**src/rtl/edge_sched_pkg.sv**
```systemverilog
// Shared types and round-robin helper for the edge-triggered request scheduler.
package edge_sched_pkg;

    localparam int unsigned MAX_N   = 16;
    localparam int unsigned MAX_IDW = 4;

    typedef enum logic [0:0] {
        ST_IDLE  = 1'b0,
        ST_GRANT = 1'b1
    } state_e;

    // First set bit of pend at or after ptr, wrapping at n-1 -> 0; returns 0 when pend is empty.
    function automatic logic [MAX_IDW-1:0] rr_pick(
        input logic [MAX_N-1:0]   pend,
        input logic [MAX_IDW-1:0] ptr,
        input int unsigned        n
    );
        logic [MAX_IDW-1:0] win;
        logic               found;
        int unsigned        idx;
        win   = '0;
        found = 1'b0;
        for (int unsigned k = 0; k < MAX_N; k++) begin
            idx = 32'(ptr) + k;
            if (idx >= n) begin
                idx = idx - n;
            end
            if (k < n && !found && pend[MAX_IDW'(idx)]) begin
                win   = MAX_IDW'(idx);
                found = 1'b1;
            end
        end
        return win;
    endfunction

endpackage

```
**src/rtl/level_edge_detect.sv**
```systemverilog
// One-bit rising-edge detector; prev always tracks the level, including during reset,
// so a level already high when reset releases never produces an edge.
module level_edge_detect (
    input  logic clk,
    input  logic level_i,
    output logic rise_c_o
);

    logic prev_q;

    always_ff @(posedge clk) begin
        prev_q <= level_i;
    end

    assign rise_c_o = level_i & ~prev_q;

endmodule

```
**src/rtl/edge_req_scheduler.sv**
```systemverilog
// Turns N level inputs into one-shot pending requests and grants them round-robin
// over a single valid/ready channel, flagging edges that land on an already-pending channel.
module edge_req_scheduler
    import edge_sched_pkg::*;
#(
    parameter int unsigned N   = 4,
    localparam int unsigned IDW = $clog2(N)
) (
    input  logic           clk,
    input  logic           reset,
    input  logic [N-1:0]   level_in,
    input  logic           grant_ready,
    input  logic           ovf_clear,
    output logic           grant_valid,
    output logic [IDW-1:0] grant_id,
    output logic [N-1:0]   pending,
    output logic [N-1:0]   overflow
);

    logic [N-1:0]   edge_c;
    logic [N-1:0]   clr_mask_c;
    logic [N-1:0]   cand_c;
    logic           hs_c;

    state_e         state_q,    state_d;
    logic           gvalid_q,   gvalid_d;
    logic [IDW-1:0] gid_q,      gid_d;
    logic [IDW-1:0] ptr_q,      ptr_d;
    logic [N-1:0]   pending_q,  pending_d;
    logic [N-1:0]   overflow_q, overflow_d;

    for (genvar i = 0; i < N; i++) begin : g_edge
        level_edge_detect u_edge (
            .clk      (clk),
            .level_i  (level_in[i]),
            .rise_c_o (edge_c[i])
        );
    end

    // Handshake clears the granted bit; a fresh edge on the same channel re-sets it.
    always_comb begin
        hs_c       = gvalid_q & grant_ready;
        clr_mask_c = hs_c ? (N'(1) << gid_q) : '0;
        pending_d  = (pending_q & ~clr_mask_c) | edge_c;
        overflow_d = (ovf_clear ? '0 : overflow_q) | (edge_c & pending_q & ~clr_mask_c);
        cand_c     = (pending_q | edge_c) & ~clr_mask_c;
    end

    always_comb begin
        state_d  = state_q;
        gvalid_d = gvalid_q;
        gid_d    = gid_q;
        ptr_d    = ptr_q;
        case (state_q)
            ST_IDLE: begin
                gvalid_d = 1'b0;
                if (|pending_q) begin
                    gid_d    = IDW'(rr_pick(MAX_N'(pending_q), MAX_IDW'(ptr_q), N));
                    gvalid_d = 1'b1;
                    state_d  = ST_GRANT;
                end
            end
            ST_GRANT: begin
                // Winner is excluded from back-to-back reselection even if it re-edged this cycle.
                if (grant_ready) begin
                    ptr_d = (32'(gid_q) == N - 1) ? '0 : gid_q + IDW'(1);
                    if (|cand_c) begin
                        gid_d = IDW'(rr_pick(MAX_N'(cand_c), MAX_IDW'(ptr_d), N));
                    end else begin
                        gvalid_d = 1'b0;
                        state_d  = ST_IDLE;
                    end
                end
            end
            default: begin
                gvalid_d = 1'b0;
                state_d  = ST_IDLE;
            end
        endcase
    end

    always_ff @(posedge clk) begin
        if (reset) begin
            state_q    <= ST_IDLE;
            gvalid_q   <= 1'b0;
            gid_q      <= '0;
            ptr_q      <= '0;
            pending_q  <= '0;
            overflow_q <= '0;
        end else begin
            state_q    <= state_d;
            gvalid_q   <= gvalid_d;
            gid_q      <= gid_d;
            ptr_q      <= ptr_d;
            pending_q  <= pending_d;
            overflow_q <= overflow_d;
        end
    end

    assign grant_valid = gvalid_q;
    assign grant_id    = gid_q;
    assign pending     = pending_q;
    assign overflow    = overflow_q;

endmodule

```
**config.mk**
```make
export PLATFORM = sky130hd
export DESIGN_NAME = edge_req_scheduler
export DESIGN_NICKNAME = d
export VERILOG_FILES = /design/src/rtl/edge_sched_pkg.sv /design/src/rtl/level_edge_detect.sv /design/src/rtl/edge_req_scheduler.sv
export SDC_FILE = /design/constraint.sdc
export NUM_CORES = 1
export LEC_CHECK = 0
export BUFFER_PORTS_ARGS = -buffer_cell sky130_fd_sc_hd__buf_2
export CORE_ASPECT_RATIO = 1.75
export CORE_UTILIZATION = 45
export DETAILED_ROUTE_END_ITERATION = 6
export HOLD_SLACK_MARGIN = 0.06
export SYNTH_ARGS = -nofsm -noshare
export SYNTH_HDL_FRONTEND = slang
export SYNTH_SLANG_ARGS = --single-unit
```
**constraint.sdc**
```tcl
create_clock -name clk -period 3.02 [get_ports clk]
set_input_delay 0.453 -clock clk [delete_from_list [all_inputs] [get_ports clk]]
set_output_delay 0.453 -clock clk [all_outputs]
set_load 0.01 [all_outputs]
```
==> impl_metrics.ini <==
[status]
status = finished, final reports clean

[die]
die_area_um2 = 3380
die_h_um = 76.2
core_um2 = 2960
num_io_pins = 19
die_w_um = 44.4
start_util_pct = 47.8
rows = 26

[job]
cap_violations = 0

[synthesis]
avgSynthCellArea_um2 = 8.74
synth_nets = 179
syn_inst = 162
synth.area.top_cells = dfxtp_1, ha_1, a21oi_1, nor2_1, buf_6
ys_types = 53
syn-cell-area_um2 = 1420
yosysTopAreaCellShare_pct = 25.4
netlist.top_cell.by_area = dfxtp_1
ys_ff_latch = 18
yosysWarnings = 0
seq_area_frac_synth_pct = 25.4

[timing]
final.setup_skew_ns = 0.00690
hold_viol_final = 0
relSlewSlack_pct = 63.2
holdWs_ns = 0.300
tns_ns = 0
slew_violations = 0
grt_setup_unrepaired = false
setup_viol = 0
max_freq_mhz = 398
layout_min_cycle_time_ns = 2.51
timing.final.crit_share_pct = 83.1
worstMarginPinSlew_ns = 0.552

[layout]
final_cell_mix = dfxtp_1, buf_2, nor2_1
diodes = 0
finish.instance_area_um2 = 1540
drive_gt1_share_pct = 27.2
nFillCells = 303
syn_to_final_growth_pct = 8.75
nets = 191
fin_util_pct = 52.0

[critical_path]
endpoint_kind = flip-flop
path_delay_family = flip-flops
path_cells = inv_1, ha_1, mux2_4, nand3_1, a21oi_1, or3b_1, a21o_1, o2bb2ai_1
slowest_stage = dfxtp_1
crit_fanout = 14
endpoint = grant_id[0]$_SDFFE_PP0P_
cp_num_cells = 8
worst_path_largest_cell_delay_ns = 0.60
rr_worst_depth = 8
critPathBufInv = 1
reg2reg_slack_ns = 0.51
crit_type = flip-flop to flip-flop
arrival_ns = 2.67
critPathLaunchType = flip-flop
required_ns = 3.18
startpoint = ptr_q[0]$_SDFFE_PP0P_
rr_endpoint = grant_id[0]$_SDFFE_PP0P_
r2r-start = ptr_q[0]$_SDFFE_PP0P_

[power_and_ir_drop]
swShare_pct = 40.4
p_switching_uw = 379
powerDensity_nw_per_um2 = 609
pwr-share-clk_pct = 22.1
ir_worst_vdd_mv = 0.405
p_seq_share_pct = 31.9
p_comb_share_pct = 46.0
p_leak_nw = 0.623
p_int_uw = 560

[place]
io_buffers = 18
gp_congestion = 0.846
dp_hpwl_mm = 2.76
dpl-instance-area_um2 = 1490

[grt]
antenna_found_initial = 0
grt_max_degree = 19
overflow = 0
track_usage_pct = 23.8
grt_pass1_wl_mm = 6.10
first_global_vias = 1319

[clocking]
h-tree-depth = 1
cts_tree = done
clk_latency_ns = 0.26
cts_setup_buffers = 0
clk_path_buf_depth = 2
clock-sinks = 18
clk_pin_slew_ns = 0.08
numCtsBuffers = 3
cts-hold-fix-buffers = 0
cts_root_buffer = clkbuf_8
cts_resized = 0

[route]
drc = 0
vias = 1331
wl_per_cell_um = 17.5
firstDrtPassIters = 4
antenna_left = 0
routed_wl_mm = 3.75
drt_iter0_drc = 31
avgViaCountPerCell = 6.19

[worst_hold_path]
hold_path_class = input pin to flip-flop
==> worst min path at each step <==
stage                                      start                              end  slack (ns)  depth (start not counted)
final                                level_in[1]  g_edge[1].u_edge.prev_q$_DFF_P_        0.30                          1
after detailed placement  overflow[2]$_SDFF_PP0_           overflow[2]$_SDFF_PP0_        0.47                          2
after global routing                 level_in[0]  g_edge[0].u_edge.prev_q$_DFF_P_        0.29                          1
after floorplan                      level_in[0]  g_edge[0].u_edge.prev_q$_DFF_P_        0.48                          0
after CTS                            level_in[1]  g_edge[1].u_edge.prev_q$_DFF_P_        0.30                          1
after global placement    overflow[2]$_SDFF_PP0_           overflow[2]$_SDFF_PP0_        0.46                          2
==> metal layers <==
layer / vias up / share of wire, % / global-route usage, %
li1: 630 / - / -
met1: 620 / 37 / 24.7
met2: 59 / 54 / 42.8
met3: 22 / 3.9 / 3.55
met4: 0 / 5.1 / 12.7
met5: - / 0 / 0
==> state kept, by name (all words and copies together), names as in the netlist <==
name                  count
grant_valid               1
grant_id                  2
pending                   4
state_q                   1
ptr_q                     2
overflow                  4
g_edge.u_edge.prev_q      4
==> area by class of cell <==
cell class                      instances  area (um^2)  share of cell area [%]
Clock buffer                            4         55.1                    3.57
Inverter                                8         30.0                    1.95
Sequential cell                        18          360                    23.4
Tap cell                               42         52.6                    3.41
Multi-Input combinational cell        124          945                    61.3
Timing Repair Buffer                   19         97.6                    6.34
==> through the flow <==
stage          cells  power, mW  setup WS (ns)
2_1_floorplan    162      0.646          0.858
3_3_place_gp     211      0.710          0.664
3_5_place_dp     211      0.725          0.525
4_1_cts          215      0.936          0.502
5_1_grt          215      0.996          0.420
6_report         215      0.938          0.509
==> power by group through the flow <==
stage               registers [mW]  clock network [mW]  logic [mW]
global placement             0.303                   0       0.407
global route                 0.302               0.222       0.473
CTS                          0.298               0.210       0.427
detailed placement           0.304                   0       0.421
floorplan                    0.290                   0       0.356
finish                       0.300               0.207       0.432
==> cells by family (layout without fill, tap and decap cells) <==
| family | count (synthesis) | in the layout | synth area share, % |
|---|---|---|---|
| buffers and inverters | 20 | 31 | 7.86 |
| multiplexers | 7 | 7 | 7.77 |
| flip-flops | 18 | 18 | 25.4 |
| adder cells (fa/ha/maj) | 9 | 9 | 7.95 |
| AO/OA/AOI/OAI | 54 | 54 | 28.9 |
| AND/OR/NAND/NOR | 54 | 54 | 22.1 |
==> synth_stat cells (all sizes together) <==
| master | number |
|---|---|
| a311oi | 1 |
| nor2b | 1 |
| and2b | 5 |
| nand4 | 4 |
| nand3 | 9 |
| nor4 | 1 |
| nand2 | 5 |
| a21oi | 14 |
| clkbuf | 3 |
| o21a | 3 |
| mux2i | 2 |
| nor2 | 18 |
| or3 | 1 |
| and2 | 1 |
| o21ai | 8 |
| a32oi | 4 |
| and4 | 1 |
| a22oi | 2 |
| nand2b | 2 |
| o221ai | 2 |
| o2bb2ai | 1 |
| o2111ai | 3 |
| a211oi | 1 |
| mux4 | 2 |
| a221oi | 1 |
| or3b | 2 |
| a31oi | 1 |
| or2 | 2 |
| buf | 9 |
| o211ai | 4 |
| a21o | 2 |
| o31a | 1 |
| mux2 | 3 |
| o22ai | 1 |
| a2bb2oi | 1 |
| inv | 8 |
| o21bai | 1 |
| o31ai | 1 |
| dfxtp | 18 |
| a41oi | 1 |
| o21ba | 1 |
| ha | 9 |
| nor3 | 2 |
(Power assumes the default switching activity.)
